==> config.mk <==
export PLATFORM = sky130hd
export DESIGN_NAME = wormhole_output_allocator
export DESIGN_NICKNAME = d
export VERILOG_FILES = /design/src/rtl/wormhole_output_allocator.sv
export SDC_FILE = /design/constraint.sdc
export NUM_CORES = 1
export LEC_CHECK = 0
export CORE_MARGIN = 2
export CORE_UTILIZATION = 50
export CTS_CLUSTER_DIAMETER = 100
export DETAILED_ROUTE_END_ITERATION = 12
export PLACE_DENSITY_LB_ADDON = 0.3
export SLEW_MARGIN = 20
export SYNTH_ARGS = -nofsm -noshare
export SYNTH_HDL_FRONTEND = slang
export SYNTH_SLANG_ARGS = --single-unit
export TNS_END_PERCENT = 50
==> constraint.sdc <==
create_clock -name i_clk -period 7.05 [get_ports i_clk]
set_clock_uncertainty 0.2 [all_clocks]
set_input_delay 1.41 -clock i_clk [delete_from_list [all_inputs] [get_ports i_clk]]
set_output_delay 1.41 -clock i_clk [all_outputs]
set_load 0.02 [all_outputs]
==> src/rtl/wormhole_output_allocator.sv <==
// Per-output wormhole allocator: round-robin arbitration over head-flit requests,
// packet-long lock on the winner, and credit-gated flit transfers to the crossbar.
`ifndef NPORT
`define NPORT 5
`endif

module wormhole_output_allocator #(
  parameter int size  = `NPORT,
  parameter int DEPTH = 4,
  localparam int SELW = (size > 1) ? $clog2(size) : 1,
  localparam int CW   = $clog2(DEPTH + 1)
) (
  input  logic            i_clk,
  input  logic            i_rst_n,
  input  logic [size-1:0] i_requests,
  input  logic [size-1:0] i_flit_valid,
  input  logic [size-1:0] i_tail,
  input  logic            i_credit,
  output logic [SELW-1:0] o_sel,
  output logic [size-1:0] o_grant,
  output logic            o_valid,
  output logic            o_busy,
  output logic [CW-1:0]   o_credits,
  output logic            o_credit_err
);

  typedef enum logic {IDLE, LOCKED} state_t;

  localparam logic [CW-1:0] FULL = CW'(DEPTH);

  state_t          r_state;
  logic [SELW-1:0] r_sel;
  logic [SELW-1:0] r_last;
  logic [CW-1:0]   r_credits;
  logic            r_credit_err;

  logic [SELW-1:0] w_winner;
  logic            w_xfer;
  logic            w_tail;

  // Walk the candidates from farthest to nearest so the nearest requester after
  // r_last is written last and wins; r_last itself is the final candidate.
  always_comb begin
    w_winner = r_last;
    for (int i = size; i >= 1; i--) begin
      if (i_requests[SELW'((int'(r_last) + i) % size)]) begin
        w_winner = SELW'((int'(r_last) + i) % size);
      end
    end
  end

  assign w_xfer = (r_state == LOCKED) && i_flit_valid[r_sel] && (r_credits != '0);
  assign w_tail = i_tail[r_sel];

  always_comb begin
    o_grant = '0;
    if (w_xfer) begin
      o_grant[r_sel] = 1'b1;
    end
  end

  assign o_valid      = w_xfer;
  assign o_busy       = (r_state == LOCKED);
  assign o_sel        = r_sel;
  assign o_credits    = r_credits;
  assign o_credit_err = r_credit_err;

  always_ff @(posedge i_clk or negedge i_rst_n) begin
    if (!i_rst_n) begin
      r_state      <= IDLE;
      r_sel        <= '0;
      r_last       <= '0;
      r_credits    <= FULL;
      r_credit_err <= 1'b0;
    end else begin
      case (r_state)
        IDLE: begin
          if (|i_requests) begin
            r_sel   <= w_winner;
            r_last  <= w_winner;
            r_state <= LOCKED;
          end
        end
        LOCKED: begin
          if (w_xfer && w_tail) begin
            r_state <= IDLE;
          end
        end
        default: r_state <= IDLE;
      endcase

      // A simultaneous transfer and credit return cancel out.
      if (w_xfer && !i_credit) begin
        r_credits <= r_credits - CW'(1);
      end else if (!w_xfer && i_credit) begin
        if (r_credits == FULL) begin
          r_credit_err <= 1'b1;
        end else begin
          r_credits <= r_credits + CW'(1);
        end
      end
    end
  end

endmodule

==> results by group, run 1 <==
Critical path
  – CP max FO: 7
  – Cell-by-cell trace of the critical path: clkdlybuf4s50_1 -> mux4_2 -> o21ai_0 -> inv_1 -> and3_1 -> clkdlybuf4s50_1
  – Worst R2R Setup Slack: 2.08 ns
  – Worst path top cell family by delay: buffers and inverters
  – CP Launch Type: input pin
  – Most used cell, CP: clkdlybuf4s50_1
  – CP Capture Type: primary output
  – Worst path buffer plus inverter count: 3
  – Critical path type: input pin to primary output
  – Peak per-stage delay on the critical path: 0.54 ns
  – Slowest library cell on the worst path: clkdlybuf4s50_1
  – WP data arrival: 3.54 ns
  – WP data required: 5.44 ns

Detailed routing
  – Vias: 2627
  – DRT Pass-1 Iters: 5
  – DRT antenna net count: 0
  – Vias per inst: 6.39
  – DRC errors left: 0
  – Wire per inst: 16.6 um
  – Total Wirelength: 6810 um
  – Number of DRC markers in iteration 0: 208

Placement
  – Post-DP HPWL: 5020 um
  – Pre-CTS WS: 1.88 ns
  – Routability cong.: 0.863
  – Buffers on Ports: 31

Timing
  – RSZ-0062 raised after global routing: false
  – Final worst slack: 1.90 ns
  – Hold Vio Cnt, Final: 0
  – Fin Setup TNS: 0 ns
  – Period minus WS final: 5.15 ns
  – Slew Viols, Final: 0
  – Setup violators final: 0
  – Relative slew slack: 54.7%
  – Hold_ws: 0.322 ns
  – Final period utilization: 73.1%
  – Max Clk Rate: 0.194 GHz
  – Worst Tran Pin Value: 0.676 ns

Clock network
  – Resized cells post-CTS: 0
  – Hold-fix buffers, CTS: 0
  – CTS tree: done
  – Clock buffer depth: 2
  – CTS Buf Count: 3
  – Htree depth: 1
  – Clock transition at path regs: 0.04 ns
  – Clock Latency Late Sink: 0.22 ns
  – Post-CTS setup buffer count: 0
  – Root Buffer Master: clkbuf_8
  – Sink Count: 8

Logic synthesis
  – Register bit total from synthesis: 8
  – Net Count, Synth: 369
  – Synth top area share: 12.1%
  – Sequential-to-total area share from yosys stat: 8.13%
  – Post-Syn Area per Cell: 7.60 um2
  – Async S/R FF share, synth: 100%
  – Post-synth EDFFs: 0
  – Top FF cell, synth: dfrtp_1
  – Synth area leaders: ha_1, dfrtp_1, mux2i_1, o21ai_0, nand2_1
  – Yosys warnings: 0
  – Yosys cell types: 79
  – Area leader, netlist: ha_1
  – Synthesized instance count: 326
  – Mapped Area: 2480 um2
  – Cell with the most instances after synthesis: nand2_1
  – Commonest cells post-synth: nand2_1, ha_1, inv_1, o21ai_0, nor2_1

Die
  – Die ar.: 5540 um2
  – Core area: 4750 um2
  – Starting Density: 52.1%
  – Site row count: 25
  – Die width: 74.4 um
  – I/O pins: 32
  – Die Span Y: 74.4 um

Cells and area
  – Fin nets: 388
  – Share of layout cells above drive strength 1: 10.2%
  – Fin util: 60.0%
  – Layout area overhead: 15.1%
  – Diodes inserted: 0
  – Filler cell count: 444

Global routing
  – Gr ovfl total: 0
  – Largest net degree at the start of global routing: 45
  – Initial antenna violation count: 0
  – GRT Resource Usage Total: 24.4%
  – Vias in the first global route: 2227
  – First-pass GRT wire length: 10800 um

Worst hold path
  – Hold Path Class: flip-flop to flip-flop

Run status
  – Status: finished clean

Job
  – Max-Cap Viols: 0
[area by class of cell]
cell class / count / area [um2] / area share (%)
sequential: 8 / 201 / 7.06
inverter: 23 / 86.3 / 3.03
tap: 67 / 83.8 / 2.94
multi-input combinational: 275 / 2100 / 73.7
timing repair buffer: 34 / 333 / 11.7
clock buffer: 4 / 45.0 / 1.58
[path summary, 6_finish.rpt]
| check | start | end | cells past startpoint |
|---|---|---|---|
| setup / recovery | i_flit_valid[1] | o_grant[0] | 6 |
| hold / removal | o_credit_err | o_credit_err | 1 |
| setup reg to reg | r_last[0] | r_last[0] | 15 |
| hold reg to reg | o_credit_err | o_credit_err | 1 |
| max in group asynchronous | i_rst_n | o_credits[2] | 1 |
| min in group asynchronous | i_rst_n | r_last[2] | 1 |
[flip-flops by register name (all words and copies together) (netlist names)]
register,count
o_credits,3
r_last,3
o_busy,1
o_credit_err,1
[worst reg2reg max path, cell delays in order, from the launching register on]
cell and delay, ns:
dfrtp_1 0.35, clkinv_1 0.54, ha_1 0.88, inv_1 0.25, nand2_1 0.13, and2_1 0.18
ha_1 0.26, nor2b_1 0.26, o22a_1 0.21, nor2_1 0.12, a221o_1 0.38, a32oi_2 0.30
o31ai_2 0.16, o31a_1 0.33, o31a_1 0.11, o32ai_1 0.18
[layout by cell type (no fill, tap or decap), types with 4 or more instances in the layout]
| cell type | instances |
|---|---|
| nor3_1 | 4 |
| o21a_1 | 5 |
| nand3_1 | 11 |
| o211ai_1 | 10 |
| nor2b_1 | 10 |
| nor2_1 | 20 |
| o21ai_0 | 21 |
| and2_1 | 4 |
| a21oi_1 | 16 |
| ha_1 | 24 |
| a31o_2 | 4 |
| inv_1 | 21 |
| o22ai_1 | 4 |
| mux4_2 | 4 |
| nand2_1 | 26 |
| mux2i_1 | 12 |
| dfrtp_1 | 7 |
| clkdlybuf4s50_1 | 31 |
| a21o_1 | 4 |
| mux2_2 | 5 |
| nand2b_1 | 6 |
| and3_1 | 11 |
[logic make-up after synthesis]
group / synth area share, %
buffers and inverters: 7.02
adder cells (fa/ha/maj): 12.9
multiplexers: 10.8
XOR/XNOR: 3.03
AND/OR/NAND/NOR: 23.4
AO/OA/AOI/OAI: 34.8
flip-flops: 8.13
[routing by layer]
| layer | GRT usage, % | wire [um] |
|---|---|---|
| met1 | 35.6 | 3170 |
| met5 | 0 | 0 |
| met2 | 41.8 | 3270 |
| met4 | 2.18 | 19 |
| met3 | 0.949 | 352 |
[through the flow]
step,cells,instance area [um2]
global route,411,2850
floorplan,326,2480
CTS,411,2850
detailed placement,407,2810
global placement,407,2810
finish,411,2850
Power of run 1 is left out: the tool's default activity adds up to more than one toggle a clock period on the data nets, which glitch-free logic cannot reach.
==> run 2, diff against run 1 <==
==> constraint.sdc (replaced) <==
create_clock -name i_clk -period 4.7 [get_ports i_clk]
set_clock_uncertainty 0.2 [all_clocks]
set_input_delay 0.94 -clock i_clk [delete_from_list [all_inputs] [get_ports i_clk]]
set_output_delay 0.94 -clock i_clk [all_outputs]
set_load 0.02 [all_outputs]
==> results by group, run 2 (synthesized netlist as in run 1, its figures left out) <==
Timing
  – Final period utilization: 94.0%
  – Fin Setup TNS: 0 ns (unchanged)
  – Period minus WS final: 4.42 ns
  – Final worst slack: 0.281 ns (-1.61 ns)
  – Max Clk Rate: 0.226 GHz
  – Hold Vio Cnt, Final: 0 (unchanged)
  – Relative slew slack: 56.5% (+1.8 points)
  – RSZ-0062 raised after global routing: false
  – Worst Tran Pin Value: 0.651 ns (-0.0250 ns)
  – Setup violators final: 0 (unchanged)
  – Slew Viols, Final: 0 (unchanged)

Cells and area
  – Layout area overhead: 17.8%
  – Final Cell Area: 2920 um2 (+2.4%)
  – Most common cell after layout, fill and taps aside: clkdlybuf4s50_1
  – Final Non-Filler Cells: 420 (+2.2%)
  – Commonest non-fill, non-tap cells in the layout: clkdlybuf4s50_1, nand2_1, ha_1, inv_1, o21ai_0
  – Fin nets: 397 (+2.3%)
  – Diodes inserted: 0 (unchanged)
  – Share of layout cells above drive strength 1: 12.5% (+2.3 points)

Clock network
  – Hold-fix buffers, CTS: 0 (unchanged)
  – Resized cells post-CTS: 0 (unchanged)
  – Sink Count: 8 (unchanged)
  – Root Buffer Master: clkbuf_8
  – CTS Buf Count: 3 (unchanged)
  – Clock transition at path regs: 0.04 ns (about the same)
  – Post-CTS setup buffer count: 0 (unchanged)
  – Clock buffer depth: 2 (unchanged)
  – Clock Latency Late Sink: 0.23 ns (about the same)
  – CTS tree: done
  – Htree depth: 1 (unchanged)

Detailed routing
  – DRT Pass-1 Iters: 5 (unchanged)
  – Total Wirelength: 7000 um (+2.8%)
  – Vias: 2703 (+2.9%)
  – Vias per inst: 6.44 (+0.69%)
  – Number of DRC markers in iteration 0: 165 (-21%)
  – DRC errors left: 0 (unchanged)
  – DRT antenna net count: 0 (unchanged)
  – Wire per inst: 16.7 um (+0.57%)

Worst hold path
  – Hold Path End: o_credit_err
  – Hold path depth: 1 (unchanged)
  – Hold wc startpoint: o_credit_err
  – Hold Path Class: flip-flop to flip-flop

Placement
  – Routability cong.: 0.978 (+13%)
  – Pre-CTS WS: 0.399 ns (-1.48 ns)
  – Buffers on Ports: 31 (unchanged)
  – Placed Area: 2880 um2 (+2.4%)
  – Post-DP HPWL: 5490 um (+9.5%)
  – Placed Cells: 416 (+2.2%)

Critical path
  – Cell depth of the worst flop-to-flop path: 15 (unchanged)
  – CP Launch Type: flip-flop
  – CP max FO: 10 (+3)
  – WP data required: 4.62 ns (-0.82 ns)
  – WP data arrival: 4.33 ns (+0.79 ns)
  – CP Capture Type: flip-flop
  – R2R Path End: r_last[0]
  – Critical path type: flip-flop to flip-flop
  – Reg-to-reg startpoint: r_last[1]
  – Worst R2R Setup Slack: 0.28 ns (-1.80 ns)

Global routing
  – First-pass GRT wire length: 11100 um (+2.7%)
  – Gr ovfl total: 0 (unchanged)
  – Initial antenna violation count: 0 (unchanged)
  – Largest net degree at the start of global routing: 24 (-47%)
  – GRT Resource Usage Total: 25.3% (+0.87 points)
  – Vias in the first global route: 2333 (+4.8%)

Die
  – Site row count: 25 (unchanged)
  – I/O pins: 32 (unchanged)
  – Die Span Y: 74.4 um (unchanged)
  – Starting Density: 52.1% (unchanged)
  – Die ar.: 5540 um2 (unchanged)
  – Die width: 74.4 um (unchanged)
  – Core area: 4750 um2 (unchanged)

Run status
  – Status: finished clean

Job
  – Max-Cap Viols: 0 (unchanged)
run 2: cell count changes in the layout (fill, tap and decap cells not counted):
cell,before,now
buf_4,3,12
run 2: how the worst max path moves through the flow:
| stage | end | startpoint | cells after the start |
|---|---|---|---|
| after floorplan | r_last[2] | r_last[0] | 18 |
| after CTS | r_last[0] | r_last[1] | 15 |
| after global placement | o_grant[4] | i_flit_valid[3] | 6 |
| after global routing | r_last[2] | r_last[1] | 16 |
| final | r_last[0] | r_last[1] | 15 |
| after detailed placement | r_last[0] | r_last[1] | 15 |
run 2: stage by stage:
step	util (%)	hold WS [ns]
6_report	61.4	0.283
5_1_grt	61.4	0.308
4_1_cts	61.4	0.280
3_5_place_dp	60.5	0.270
3_3_place_gp	60.5	0.259
2_1_floorplan	-	0.359
run 2: critical path: stages, from the launching register on:
cell	delay [ns]
dfrtp_1	0.51
clkinv_1	0.15
buf_4	0.20
ha_1	0.33
inv_1	0.22
ha_1	0.19
inv_1	0.04
ha_1	0.29
o311ai_2	0.56
a21boi_1	0.29
o22ai_1	0.18
a211oi_1	0.46
a221oi_1	0.18
nor2_1	0.16
a311oi_1	0.07
o32ai_1	0.27
run 2: cell type report:
cell class / instances / area (um2)
tap: 67 / 83.8
clock buffer: 4 / 45.0
sequential: 8 / 201
timing repair buffer: 43 / 400
inverter: 23 / 86.3
multi-input combinational: 275 / 2100
fill: 429 / 1830
run 2: routing by layer:
| layer | track usage [%] | wire length, um |
|---|---|---|
| met2 | 43.8 | 3360 |
| met1 | 35.6 | 3150 |
| met4 | 4.17 | 60 |
| met5 | 0 | 0 |
| met3 | 1.08 | 431 |
Power of run 2 is left out for the same reason.
